File: src/rtl/mem_arb_pkg.sv
// Shared tag constants and width helper for the memory port arbiter.
// No logic. No flow control.
package mem_arb_pkg;

  localparam logic TAG_I = 1'b0;
  localparam logic TAG_D = 1'b1;

  // Ceiling log2; clog2(1) == 0.
  function automatic int clog2(input int value);
    int r;
    int v;
    r = 0;
    v = value - 1;
    while (v > 0) begin
      r++;
      v = v >> 1;
    end
    return r;
  endfunction

endpackage

File: src/rtl/mem_arb_tag_fifo.sv
// 1-bit x DEPTH in-order FIFO holding the requester of each outstanding read.
// Latency: push visible at head next cycle; head is combinational from storage.
// Backpressure: push ignored when full unless popped the same cycle.
module mem_arb_tag_fifo
  import mem_arb_pkg::*;
#(
  parameter int DEPTH = 4
) (
  input  logic                    clk,
  input  logic                    rst_n,
  input  logic                    i_push,
  input  logic                    i_tag,
  input  logic                    i_pop,
  output logic                    o_head,
  output logic                    o_full,
  output logic                    o_empty,
  output logic [clog2(DEPTH):0]   o_count
);

  localparam int PW = clog2(DEPTH);
  localparam int CW = PW + 1;

  logic [DEPTH-1:0] r_mem;
  logic [PW-1:0]    r_wptr;
  logic [PW-1:0]    r_rptr;
  logic [CW-1:0]    r_cnt;
  logic             w_push;
  logic             w_pop;

  assign o_full  = (r_cnt == CW'(DEPTH));
  assign o_empty = (r_cnt == '0);
  assign o_count = r_cnt;
  assign o_head  = r_mem[r_rptr];

  // When full, the slot being written is the head being popped; the read is
  // taken combinationally before the edge, so the overlap is safe.
  assign w_push = i_push & (~o_full | i_pop);
  assign w_pop  = i_pop & ~o_empty;

  always_ff @(posedge clk or negedge rst_n) begin
    if (!rst_n) begin
      r_mem  <= '0;
      r_wptr <= '0;
      r_rptr <= '0;
      r_cnt  <= '0;
    end else begin
      if (w_push) begin
        r_mem[r_wptr] <= i_tag;
        r_wptr        <= r_wptr + PW'(1);
      end
      if (w_pop) r_rptr <= r_rptr + PW'(1);
      case ({w_push, w_pop})
        2'b10:   r_cnt <= r_cnt + CW'(1);
        2'b01:   r_cnt <= r_cnt - CW'(1);
        default: r_cnt <= r_cnt;
      endcase
    end
  end

endmodule

File: src/rtl/mem_port_arbiter.sv
// Shares one single-port memory between fetch (I) and load/store (D) ports.
// Latency: zero-cycle grant; read data passes straight through from memory.
// Backpressure: m_ready stalls grants; reads held off when MAX_OUT are outstanding.
module mem_port_arbiter
  import mem_arb_pkg::*;
#(
  parameter int AW      = 32,
  parameter int DW      = 32,
  parameter int MAX_OUT = 4,
  parameter int STARVE  = 4
) (
  input  logic            clk,
  input  logic            rst_n,
  input  logic            i_req,
  input  logic [AW-1:0]   i_addr,
  output logic            i_gnt,
  output logic            i_rvalid,
  output logic [DW-1:0]   i_rdata,
  input  logic            d_req,
  input  logic            d_we,
  input  logic [DW/8-1:0] d_be,
  input  logic [AW-1:0]   d_addr,
  input  logic [DW-1:0]   d_wdata,
  output logic            d_gnt,
  output logic            d_rvalid,
  output logic [DW-1:0]   d_rdata,
  output logic            m_req,
  output logic            m_we,
  output logic [DW/8-1:0] m_be,
  output logic [AW-1:0]   m_addr,
  output logic [DW-1:0]   m_wdata,
  input  logic            m_ready,
  input  logic            m_rvalid,
  input  logic [DW-1:0]   m_rdata,
  output logic            busy,
  output logic            err
);

  localparam int CW = clog2(MAX_OUT) + 1;
  localparam int SW = clog2(STARVE + 1);

  logic [SW-1:0] r_streak;
  logic          r_err;
  logic          w_starved;
  logic          w_sel_i;
  logic          w_sel_d;
  logic          w_room;
  logic          w_acc;
  logic          w_push;
  logic          w_pop;
  logic          w_head;
  logic          w_full;
  logic          w_empty;
  logic [CW-1:0] w_count;

  assign w_starved = (r_streak == SW'(STARVE));
  assign w_sel_i   = i_req & (~d_req | w_starved);
  assign w_sel_d   = d_req & ~w_sel_i;

  // A full tag FIFO only blocks reads; a same-cycle response frees a slot.
  assign w_room = ~w_full | m_rvalid | (w_sel_d & d_we);
  assign m_req  = rst_n & (w_sel_i | w_sel_d) & w_room;

  assign m_we    = w_sel_d & d_we;
  assign m_be    = w_sel_d ? d_be : '1;
  assign m_addr  = w_sel_d ? d_addr : i_addr;
  assign m_wdata = d_wdata;

  assign w_acc  = m_req & m_ready;
  assign i_gnt  = w_acc & w_sel_i;
  assign d_gnt  = w_acc & w_sel_d;
  assign w_push = w_acc & ~m_we;
  assign w_pop  = m_rvalid & ~w_empty;

  assign i_rvalid = rst_n & w_pop & (w_head == TAG_I);
  assign d_rvalid = rst_n & w_pop & (w_head == TAG_D);
  assign i_rdata  = m_rdata;
  assign d_rdata  = m_rdata;
  assign busy     = (w_count != '0);
  assign err      = r_err;

  mem_arb_tag_fifo #(.DEPTH(MAX_OUT)) u_tag_fifo (
    .clk     (clk),
    .rst_n   (rst_n),
    .i_push  (w_push),
    .i_tag   (w_sel_d ? TAG_D : TAG_I),
    .i_pop   (w_pop),
    .o_head  (w_head),
    .o_full  (w_full),
    .o_empty (w_empty),
    .o_count (w_count)
  );

  always_ff @(posedge clk or negedge rst_n) begin
    if (!rst_n) begin
      r_streak <= '0;
      r_err    <= 1'b0;
    end else begin
      if (m_rvalid && w_empty) r_err <= 1'b1;
      if (!i_req || i_gnt)                r_streak <= '0;
      else if (d_gnt && !w_starved)       r_streak <= r_streak + SW'(1);
    end
  end

endmodule

File: config.mk
export PLATFORM = sky130hd
export DESIGN_NAME = mem_port_arbiter
export DESIGN_NICKNAME = d
export VERILOG_FILES = /design/src/rtl/mem_arb_pkg.sv /design/src/rtl/mem_arb_tag_fifo.sv /design/src/rtl/mem_port_arbiter.sv
export SDC_FILE = /design/constraint.sdc
export NUM_CORES = 1
export LEC_CHECK = 0
export CAP_MARGIN = 20
export CORE_AREA = 2 2 107 109
export DETAILED_ROUTE_END_ITERATION = 16
export DIE_AREA = 0 0 109 111
export PLACE_DENSITY_LB_ADDON = 0.12
export SLEW_MARGIN = 10
export SYNTH_ARGS = -nofsm -noshare
export SYNTH_HDL_FRONTEND = slang
export SYNTH_SLANG_ARGS = --single-unit
File: constraint.sdc
create_clock -name clk -period 5.86 [get_ports clk]
set_input_delay 0.586 -clock clk [delete_from_list [all_inputs] [get_ports clk]]
set_output_delay 0.586 -clock clk [all_outputs]
set_load 0.03 [all_outputs]
Yosys cells after proc, flatten, opt, wreduce, memory -nomap -nowiden
Index checks and enable logic that the tools add are counted.
Storage, ports and cells
  memories: 0
  output and inout port bits: 140
  memory bits (read-only): 0
  flip-flop bits (word level): 15
  bits in writable memories: 0
  latch bits: 0
Cells by class
  eq/ne operators: 4
  reduce and logical (&&, ||, !) cells: 10
  mux-type cells: 11
  add/sub/neg operators: 5
  multipliers: 0
  $lt $le $gt $ge: 3
  div/mod/pow operators: 0
  bitwise operators: 26
  shift operators: 0
Operator list (count)
  $mux W32: 1
  $and A1 B1 Y1: 15
  $add A3 B1 Y3 const B: 2
  $eq A3 B3 Y1 const B: 2
  $lt A2 B3 Y1 const B: 2
  $mux W3: 2
  $not A1 Y1: 6
  $pmux W3 S2: 1
  $or A1 B1 Y1: 5
  $add A2 B1 Y2 const B: 2
  $bwmux W4: 1
  $mux W4: 1
  $reduce_bool A2 Y1: 2
  $logic_and A1 B1 Y1: 3
  $logic_not A3 Y1: 1
  $mux W1: 3
  $reduce_bool A3 Y1: 1
  $sub A3 B1 Y3 const B: 1
  $bmux W1 S2: 1
  $demux W1 S2: 1
  $eq A2 B1 Y1 const B: 1
  $eq A2 B2 Y1 const B: 1
  $ge A2 B1 Y1 const B: 1
  $logic_not A1 Y1: 2
  $logic_or A1 B1 Y1: 1

Longest topological paths before layout
Gate-level depths: netlist of run 1.
  depth after elaboration: 13
  depth in mapped cells: 11

By module
Synthesis of run 1 repeated with hierarchy kept, for this count alone.
Unflattened totals
  cell total of the unflattened synthesis: 296
  area total of the unflattened synthesis: 2153.3 µm²
Modules (own cells, without submodules)
  mem_port_arbiter: sequential area each 100.1 µm², area each 1535.2 µm², times used 1, cells an instance 246
  mem_arb_tag_fifo: sequential area each 275.3 µm², area each 618.1 µm², times used 1, cells an instance 50

Worst setup path after synthesis of run 1
Ideal clock, no wire load.
  path type: input port to flip-flop
  start: in i_req
  end: reg u_tag_fifo.r_cnt[2] (netlist: u_tag_fifo.o_count[2])
  data arrival time: 2407 ps
  required time: 5781 ps
  stages: 11
  setup slack: 3374 ps
  cells stage by stage: buf_2 > o211ai_1 > nor2b_4 > buf_6 > o21ai_4 > ha_1 > inv_1 > fa_1 > xor2_1 > nor2_1 > xor2_1
Between the ends
  word-level cells in the longest chain between the ends: 11
  elaborated cells between the ends (all ways): 16
Ends and longest elaborated chain
  from (decl): line mem_port_arbiter.sv:14  | input logic i_req,
  $and A1 B1 Y1 (*): line mem_port_arbiter.sv:57  | assign w_sel_i = i_req & (~d_req | w_starved);
  $not A1 Y1: line mem_port_arbiter.sv:58  | assign w_sel_d = d_req & ~w_sel_i;
  $and A1 B1 Y1: line mem_port_arbiter.sv:58
  $or A1 B1 Y1 / $and A1 B1 Y1 (equally long branches): line mem_port_arbiter.sv:62, mem_port_arbiter.sv:61, mem_port_arbiter.sv:64
  $and A1 B1 Y1 / $or A1 B1 Y1 (equally long branches): line mem_port_arbiter.sv:62, mem_port_arbiter.sv:61
  $and A1 B1 Y1: line mem_port_arbiter.sv:62  | assign m_req = rst_n & (w_sel_i | w_sel_d) & w_room;
  $and A1 B1 Y1: line mem_port_arbiter.sv:69  | assign w_acc = m_req & m_ready;
  $and A1 B1 Y1 (*): line mem_port_arbiter.sv:72  | assign w_push = w_acc & ~m_we;
  $and A1 B1 Y1 (*): line mem_arb_tag_fifo.sv:37  | assign w_push = i_push & (~o_full | i_pop);
  $eq A2 B1 Y1 / $eq A2 B2 Y1 (equally long branches): line mem_arb_tag_fifo.sv:52  | case ({w_push, w_pop})
  $pmux W3 S2 / $reduce_bool A2 Y1 (equally long branches)
  to (signal assigned): line mem_arb_tag_fifo.sv:53  | 2'b10: r_cnt <= r_cnt + CW'(1);
  to (signal assigned): line mem_arb_tag_fifo.sv:54  | 2'b01: r_cnt <= r_cnt - CW'(1);
  to (signal assigned): line mem_arb_tag_fifo.sv:55  | default: r_cnt <= r_cnt;
  to (decl): line mem_arb_tag_fifo.sv:26  | logic [CW-1:0] r_cnt;
Mark *: on every way between the ends. The rest lies on a longest branch, timed or not.
A chain may end at the register's enable or synchronous reset.

Worst setup path in the final report of run 1
  start: in i_req
  end: out m_addr[0]
Between the ends
  word-level cells in the longest chain between the ends: 4
Ends and longest elaborated chain
  $and A1 B1 Y1: line mem_port_arbiter.sv:57
  $not A1 Y1: line mem_port_arbiter.sv:58
  $and A1 B1 Y1: line mem_port_arbiter.sv:58
  $mux W32: line mem_port_arbiter.sv:66  | assign m_addr = w_sel_d ? d_addr : i_addr;
  to (decl): line mem_port_arbiter.sv:30  | output logic [AW-1:0] m_addr,
Every way passes these cells.

==> results.sh, run 1 <==
export IMPL_status="finished clean"
export IMPL_grt_usage=0.0958
export IMPL_cts_sinks=15
export IMPL_worstMarginPinSlew_ns=0.960
export IMPL_min_path_cells=1
export IMPL_gp_congestion=0.721
export IMPL_antenna_found_initial=1
export IMPL_core_mm2=0.0111
export IMPL_critPathTopFamily="buffers and inverters"
export IMPL_slowest_stage="nand2_2"
export IMPL_worstSetupPathType="in2out"
export IMPL_cp_data_required_time_ns=5.27
export IMPL_relSlewSlack=0.358
export IMPL_num_io_pins=279
export IMPL_cpMostUsedCell="clkdlybuf4s50_1"
export IMPL_instances_no_fill=386
export IMPL_grt_setup_unrepaired="no"
export IMPL_place_ws_ns=2.02
export IMPL_drc=0
export IMPL_vias=1445
export IMPL_nets=391
export IMPL_max_clock_freq_ghz=0.266
export IMPL_first_pass_iters=4
export IMPL_die_h_um=111
export IMPL_ir_worst_vdd_v=0.000126
export IMPL_clk_pin_slew_ns=0.05
export IMPL_synth_avg_cell_area_um2=9.15
export IMPL_ys_warnings_count=0
export IMPL_die_w_um=109
export IMPL_setup_ws_ns=2.10
export IMPL_cts_buffers=3
export IMPL_grt_pass1_wl_um=8940
export IMPL_total_power_uw=655
export IMPL_drive_gt1_frac=0.206
export IMPL_antennaDiodeCount=0
export IMPL_crit_path_start_kind="input pin"
export IMPL_yosysSeqAreaShare=0.184
export IMPL_clockBufferDepth=2
export IMPL_cts_setup_buffers=0
export IMPL_cp_cell_sequence="clkdlybuf4s50_1, nand3_1, nand2_2, mux2_2, clkdlybuf4s50_1"
export IMPL_dr_first_iter_drc_count=27
export IMPL_syn_inst=223
export IMPL_synth_top_family_by_area="buffers and inverters"
export IMPL_min_delay_start="err"
export IMPL_clkLatencyLatePin_ns=0.24
export IMPL_synth_xor_area_frac=0.0258
export IMPL_path_max_fanout=43
export IMPL_dp_cells=382
export IMPL_synth_area_mm2=0.00204
export IMPL_cts_tree="yes"
export IMPL_synth_compound_area_share=0.0626
export IMPL_synth_simple_area_share=0.0810
export IMPL_area_growth_pct=33.8
export IMPL_cts_resized_gates=0
export IMPL_ff2ff_setup_slack_ns=2.98
export IMPL_synthArstFlopShare=1.00
export IMPL_synth_ff_type="dfrtp_1"
export IMPL_layout_commonest_cell="clkdlybuf4s50_1"
export IMPL_io_buffers=118
export IMPL_cp_num_buf_inv=2
export IMPL_final_cell_mix="118 x clkdlybuf4s50_1, 32 x mux2_2, 15 x dfrtp_1, 9 x inv_1, 9 x a31oi_1"
export IMPL_slew_viol_final=0
export IMPL_drt_total_wl_um=5950
export IMPL_post_route_min_period_ns=3.76
export IMPL_muxShareOfSynthArea=0.205
export IMPL_detail_route_antenna_nets=0
export IMPL_power_density_mw_per_mm2=240
export IMPL_start_util=0.184
export IMPL_hold_path_class="reg2reg"
export IMPL_grt_overflow_total=0
export IMPL_r2r_start="r_streak[0]"
export IMPL_cts_hold_buf=0
export IMPL_clock_skew_ns=0.000893
export IMPL_setup_viol=0
export IMPL_die_area_mm2=0.0121
export IMPL_synth_edf_count=0
export IMPL_htree_levels=1
export IMPL_power_leakage_nw=1.05
export IMPL_root_buffer="clkbuf_16"
export IMPL_std_cell_rows=39
export IMPL_ys_ff_latch=15
export IMPL_period_share=0.642
export IMPL_synth_fa_ha_area_frac=0.0528
export IMPL_hold_viol=0
export IMPL_ff2ff_path_depth=11
export IMPL_fin_tns_setup_ns=0
export IMPL_grt_pass1_vias=1544
export IMPL_holdPathEnd="err"
export IMPL_endpoint_kind="primary output"
export IMPL_grt_start_max_net_pins=44
export IMPL_wire_per_inst_um=15.4
export IMPL_synth_nets=370
export IMPL_reg2reg_to="u_tag_fifo.o_count[2]"
export IMPL_max_cap_violations=0
export IMPL_dp_hpwl_um=5140
export IMPL_viasPerCell=3.74
export IMPL_cp_arrival_ns=3.17
export IMPL_critPathMaxStageDelay_ns=0.72
export IMPL_yosysUniqueCellTypes=35
flip-flops by register name, summed over array words and instances (netlist names):
name                cells
err                     1
r_streak                3
u_tag_fifo.o_count      3
u_tag_fifo.r_mem        4
u_tag_fifo.r_rptr       2
u_tag_fifo.r_wptr       2
kinds of logic after synthesis:
| kind of cell | Yosys count |
|---|---|
| mux | 36 |
| compound gates | 18 |
| flops | 15 |
| buf+inv | 112 |
| simple gates | 28 |
| fa+ha+maj | 8 |
| xor+xnor | 6 |
worst max path at each step:
| stage | slack [ns] | end | cells after the start | start |
|---|---|---|---|---|
| floorplan | 3.37 | u_tag_fifo.o_count[2] | 11 | i_req |
| global placement | 2.06 | m_addr[0] | 5 | i_req |
| detailed placement | 2.02 | m_addr[0] | 5 | i_req |
| CTS | 2.03 | m_addr[0] | 5 | i_req |
| global route | 1.90 | m_addr[25] | 5 | i_req |
| finish | 2.10 | m_addr[0] | 5 | i_req |
Yosys cell counts, drive strengths merged, types with 2 or more instances:
| master | number | area share |
|---|---|---|
| xnor2 | 3 | 0.013 |
| nor2 | 6 | 0.012 |
| nand3 | 3 | 0.0074 |
| ha | 7 | 0.043 |
| nand3b | 2 | 0.0074 |
| clkbuf | 2 | 0.0037 |
| buf | 101 | 0.37 |
| o21ai | 4 | 0.015 |
| a31oi | 9 | 0.028 |
| inv | 9 | 0.017 |
| mux2 | 33 | 0.18 |
| or2 | 4 | 0.012 |
| xor2 | 3 | 0.013 |
| a21boi | 2 | 0.0074 |
| nand2 | 6 | 0.011 |
| dfrtp | 15 | 0.18 |
| mux2i | 2 | 0.0098 |
routing by layer:
| layer | track usage | vias to the layer above | wire length (µm) | share of wire |
|---|---|---|---|---|
| met5 | 0 | - | 13 | 0.0022 |
| met1 | 0.0959 | 629 | 2010 | 0.34 |
| met4 | 0.0179 | 2 | 34 | 0.0057 |
| li1 | - | 681 | - | - |
| met2 | 0.166 | 125 | 2990 | 0.50 |
| met3 | 0.0623 | 8 | 906 | 0.15 |
power breakdown:
part	internal, mW	switching [mW]	leakage, nW	total, mW
Sequential	0.146	0.0350	0.183	0.181
Clock	0.0921	0.0404	0.0382	0.133
Combinational	0.183	0.160	0.831	0.342
Total	0.420	0.235	1.05	0.655
worst register-to-register path, delay by kind of cell (launching register included):
kind	cells	cell delay (ns)
AOI/OAI and AO/OA	1	0.43
and+or+nand+nor	3	0.76
buffers and inverters	2	0.13
xor gates and xnor gates	2	0.30
DFF	1	0.38
adders and majority gates	3	0.80
metrics by stage:
stage / hold WS (ns) / area [µm²] / utilization
after floorplan: 0.290 / 2040 / -
after global placement: 0.471 / 2650 / 0.239
after detailed placement: 0.471 / 2650 / 0.239
after CTS: 0.482 / 2730 / 0.246
after global routing: 0.522 / 2730 / 0.246
final: 0.472 / 2730 / 0.246
cell type report:
type	count	area, µm²
sequential	15	375
fill	1209	8350
clock buffer	4	78.8
multi-input combinational	96	873
tap	143	179
inverter	9	33.8
timing repair buffer	119	1190
No activity file was read; power rests on OpenSTA's default activity.
==> run 2, diff against run 1 <==
--- a/config.mk
+++ b/config.mk
@@ -6,9 +6,9 @@
 export NUM_CORES = 1
 export LEC_CHECK = 0
 export CAP_MARGIN = 20
-export CORE_AREA = 2 2 107 109
+export CORE_AREA = 2 2 109 111
 export DETAILED_ROUTE_END_ITERATION = 16
-export DIE_AREA = 0 0 109 111
+export DIE_AREA = 0 0 111 113
 export PLACE_DENSITY_LB_ADDON = 0.12
 export SLEW_MARGIN = 10
 export SYNTH_ARGS = -nofsm -noshare
==> constraint.sdc (replaced) <==
create_clock -name clk -period 3.1 [get_ports clk]
set_input_delay 0.31 -clock clk [delete_from_list [all_inputs] [get_ports clk]]
set_output_delay 0.31 -clock clk [all_outputs]
set_load 0.03 [all_outputs]
==> results.sh, run 2 (synthesized netlist as in run 1, its figures left out) <==
export IMPL_first_pass_iters=4
export IMPL_cts_hold_buf=0
export IMPL_finish_utilization=0.246
export IMPL_power_density_mw_per_mm2=452
export IMPL_crit_path_start_kind="input pin"
export IMPL_grt_setup_unrepaired="no"
export IMPL_relSlewSlack=0.644
export IMPL_fillers=1229
export IMPL_cts_setup_buffers=0
export IMPL_clkLatencyLatePin_ns=0.25
export IMPL_setup_ws_ns=0.256
export IMPL_r2r_start="u_tag_fifo.o_count[0]"
export IMPL_antennaDiodeCount=0
export IMPL_grt_pass1_wl_um=9200
export IMPL_cp_data_required_time_ns=2.79
export IMPL_max_cap_violations=0
export IMPL_final_cell_mix="99 x clkdlybuf4s50_1, 32 x mux2_2, 18 x buf_4, 15 x dfrtp_1"
export IMPL_die_w_um=111
export IMPL_start_util=0.181
export IMPL_grt_pass1_vias=1555
export IMPL_largest_reg_flops=4
export IMPL_worstMarginPinSlew_ns=0.532
export IMPL_dp_cells=385
export IMPL_detail_route_antenna_nets=0
export IMPL_place_ws_ns=0.253
export IMPL_period_share=0.917
export IMPL_endpoint_kind="primary output"
export IMPL_cts_resized_gates=0
export IMPL_hold_path_class="in2async"
export IMPL_ir_worst_vdd_v=0.000237
export IMPL_area_growth_pct=35.7
export IMPL_nets=394
export IMPL_drc=0
export IMPL_instances_no_fill=389
export IMPL_critPathLaunch="i_req"
export IMPL_drt_total_wl_um=6240
export IMPL_cts_buffers=3
export IMPL_htree_levels=1
export IMPL_cts_sinks=15
export IMPL_drive_gt1_frac=0.297
export IMPL_grt_start_max_net_pins=23
export IMPL_layout_commonest_cell="clkdlybuf4s50_1"
export IMPL_viasPerCell=3.73
export IMPL_cp_arrival_ns=2.53
export IMPL_vias=1452
export IMPL_clock_skew_ns=0.00207
export IMPL_clockBufferDepth=2
export IMPL_antenna_found_initial=0
export IMPL_dr_first_iter_drc_count=30
export IMPL_power_leakage_nw=1.11
export IMPL_status="finished clean"
export IMPL_core_mm2=0.0113
export IMPL_wire_per_inst_um=16.0
export IMPL_path_max_fanout=22
export IMPL_hold_viol=0
export IMPL_cts_tree="yes"
export IMPL_fin_tns_setup_ns=0
export IMPL_clk_pin_slew_ns=0.05
export IMPL_io_buffers=118
export IMPL_worstSetupPathType="in2out"
export IMPL_grt_usage=0.0947
export IMPL_die_h_um=113
export IMPL_max_clock_freq_ghz=0.352
export IMPL_gp_congestion=0.715
export IMPL_setup_viol=0
export IMPL_std_cell_rows=39
export IMPL_num_io_pins=279
export IMPL_slew_viol_final=0
export IMPL_die_area_mm2=0.0125
export IMPL_top_register="u_tag_fifo.r_mem"
export IMPL_grt_overflow_total=0
export IMPL_dp_hpwl_um=5540
export IMPL_root_buffer="clkbuf_16"
export IMPL_post_route_min_period_ns=2.84
## run 2: changes by cell type in the layout (fill, tap and decap cells not counted), sizes merged
cell	previous run	this run
buf	1	23
clkdlybuf4s50	118	99
clkbuf	4	3
clkinv	0	1
## run 2: metrics by stage
stage          cell area [µm²]  total power [mW]  hold slack [ns]
2_1_floorplan             2040             0.961           0.0144
3_3_place_gp              2690              1.01            0.468
3_5_place_dp              2690              1.02            0.469
4_1_cts                   2770              1.28            0.479
5_1_grt                   2770              1.35            0.504
6_report                  2770              1.25            0.458
## run 2: critical path, stage by stage
cell	delay, ns
clkdlybuf4s50_1	0.64
nand3_1	0.17
nand2_2	0.24
buf_12	0.21
mux2_2	0.36
clkdlybuf4s50_1	0.59
## run 2: power breakdown
group / internal (mW) / switching (mW)
Sequential: 0.275 / 0.0668
Clock: 0.172 / 0.0813
Combinational: 0.349 / 0.307
## run 2: area by class of cell
cell class	count	area, µm²	area share
repair buffers	122	1230	0.443
multi-input cells	96	873	0.316
flip-flops and latches	15	375	0.136
well taps	143	179	0.0646
clock buffers	3	75.1	0.0271
inverters	9	33.8	0.0122
clock inverters	1	5.00	0.00181
## run 2: final timing paths
kind                       depth (start not counted)                    end  slack [ns]
max in group asynchronous                          2            r_streak[1]        2.45
setup reg to reg                                   9  u_tag_fifo.o_count[2]        0.71
setup / recovery                                   6             m_addr[31]        0.26
min in group clk                                   1                    err        0.48
hold / removal                                     2            r_streak[2]        0.46
hold reg to reg                                    1                    err        0.48
## run 2: per-layer routing
metal / vias to the layer above / routed length [µm] / share of wire / GRT usage
li1: 687 / - / - / -
met1: 647 / 2260 / 0.36 / 0.0979
met2: 114 / 3200 / 0.51 / 0.175
met3: 4 / 768 / 0.12 / 0.0482
met4: 0 / 12 / 0.0019 / 0.0142
met5: - / 0 / 0 / 0
==> run 3, diff against run 2 <==
--- a/config.mk
+++ b/config.mk
@@ -10,6 +10,7 @@
 export DETAILED_ROUTE_END_ITERATION = 16
 export DIE_AREA = 0 0 111 113
 export PLACE_DENSITY_LB_ADDON = 0.12
+export SKIP_LAST_GASP = 1
 export SLEW_MARGIN = 10
 export SYNTH_ARGS = -nofsm -noshare
 export SYNTH_HDL_FRONTEND = slang
==> results of run 3 <==
No change in the layout: final DEF, timing and power equal those of run 2.
==> patch (flow settings as in run 3) <==
Register the output `err` once more, with the module's reset; this adds one clock of latency there. The other outputs are not delayed to match.
--- a/src/rtl/mem_port_arbiter.sv
+++ b/src/rtl/mem_port_arbiter.sv
@@ -79,3 +79,9 @@
   assign busy     = (w_count != '0);
-  assign err      = r_err;
+  always_ff @(posedge clk or negedge rst_n) begin
+    if (!rst_n) begin
+      err <= '0;
+    end else begin
+      err <= r_err;
+    end
+  end
 
Behaviour: not the same (a bounded check fails within 4 cycles, from zero or initial values and one cycle with rst_n low).
==> patch against run 3 <==
- synthesized area up 1.2%
- sequential cell count up 1
- critical path type unchanged
- die area is the same
- wire length fell by 1.8%
- clock power decreased by 2%
- total power rose by 0.19%
- via count rose by 1.5%
- clock skew is 1.1 ps higher
- setup slack improved by 110 ps
- worst hold slack worse by 91 ps
- count of clock-buffer cells in the layout is the same
- final area up 0.54%
- synthesized cell count rose by 0.45%
- highest routed layer unchanged
==> patch: results (changes against run 3) <==
IO Port Bufs=118 (unchanged); clock root buffer=clkbuf_16; # diodes=0 (unchanged); run status=finished, final reports clean; asr flop ratio synth=100% (unchanged); leakage=1.11 nW (-0.24%); Vias/cell=3.79 (+1.5%); WP data arrival=2430 ps (-100 ps); reg2reg start=u_tag_fifo.o_count[1]$_DFFE_PN0P_; fin nets=395 (+0.25%); worst hold-check path type=reg -> reg; peak supply drop=0.406 mV (+72%); post-cts gate resize count=0 (unchanged); number of global-route vias before repair=1526 (-1.9%); Critical Path Source=i_req; met1 Track Usage GR=9.44% (-0.35 points); register area share after synthesis=19.4% (+0.99 points); top cells by count, synth=96 x buf_4, 32 x mux2_2, 16 x dfrtp_1; Synth cell types=35 (unchanged); first-pass GRT wire length=9.25 mm (+0.52%); synth top area cells=buf_4 35%, dfrtp_1 19%, mux2_2 17%, ha_1 4.2%, a31oi_1 2.7%; Yosys warning count=0 (unchanged); Clock Skews=3.12 ps (+1.05 ps); post-placement setup slack=343 ps (+89.9 ps); met3 Resource Use GR=5.36% (+0.54 points); DPL Wire Length=5.38 mm (-2.9%); met2 Usage GRT=17.2% (-0.37 points); CP max stage delay=620 ps (-20 ps); ys flop type=dfrtp_1; initial antenna violation count=0 (unchanged); Largest register FFs=4 (unchanged); Placer Congestion=0.725 (+1.3%); clk slew on worst S/H paths=50 ps (about the same); Biggest register=u_tag_fifo.r_mem; layout cells sized above 1=28.0% (-1.6 points); largest net degree at the start of global routing=37 (+61%); met3 WL=918 um (+20%); postcts setup bufs=0 (unchanged); met2 routed WL=3.08 mm (-3.6%); 1st-iter DRT viols=18 (-40%); gr usage total=9.31% (-0.15 points); Slew headroom=69.5% (+5.1 points); critical path fanouts, max=36 (+64%); met1 WL=2.11 mm (-6.7%); H-tree depth=1 (unchanged); total wire length=6.13 mm (-1.8%); post-synthesis net count=371 (+0.27%)
## patch: metrics by stage
stage | instance area (um2) | hold slack [ps] | instances | total power, W
floorplan | 2060 | 14.4 | 224 | 0.000978
global placement | 2710 | 355 | 386 | 0.00102
detailed placement | 2710 | 355 | 386 | 0.00102
CTS | 2780 | 369 | 389 | 0.00128
global route | 2780 | 387 | 389 | 0.00135
finish | 2780 | 367 | 389 | 0.00125
## patch: kinds of logic after synthesis
| family | synth area share (%) |
|---|---|
| fa+ha+maj | 5.21 |
| xor+xnor | 2.55 |
| compound gates | 6.18 |
| flops | 19.4 |
| mux | 20.2 |
| simple gates | 8.00 |
| buf+inv | 38.4 |
## patch: area by class of cell
class,count,area (um2)
timing repair buffer,122,1220
tap,143,179
clock buffer,3,75.1
multi-input combinational,96,873
fill,1222,8490
sequential,16,400
inverter,9,33.8
## patch: final timing paths
| check | end | slack [ps] | depth (start not counted) |
|---|---|---|---|
| worst min register to register | err$_DFF_PN0_ | 370 | 0 |
| worst min-delay path | err$_DFF_PN0_ | 370 | 0 |
| min in group asynchronous | r_streak[2]$_DFFE_PN0P_ | 460 | 2 |
| worst max register to register | u_tag_fifo.o_count[2]$_DFFE_PN0P_ | 720 | 9 |
| worst max-delay path | m_addr[0] | 360 | 6 |
| max in group asynchronous | u_tag_fifo.r_wptr[0]$_DFFE_PN0P_ | 2430 | 2 |
## patch: worst max-delay path, delay by kind of cell
family | cells | cell delay (ps)
simple gates | 2 | 290
buf+inv | 3 | 1450
mux | 1 | 360
## patch: power by group
part	internal (W)	total, W	switching (W)
Combinational	0.000347	0.000649	0.000302
Clock	0.000169	0.000248	0.0000786
Sequential	0.000292	0.000358	0.0000659
Total	0.000807	0.00125	0.000447
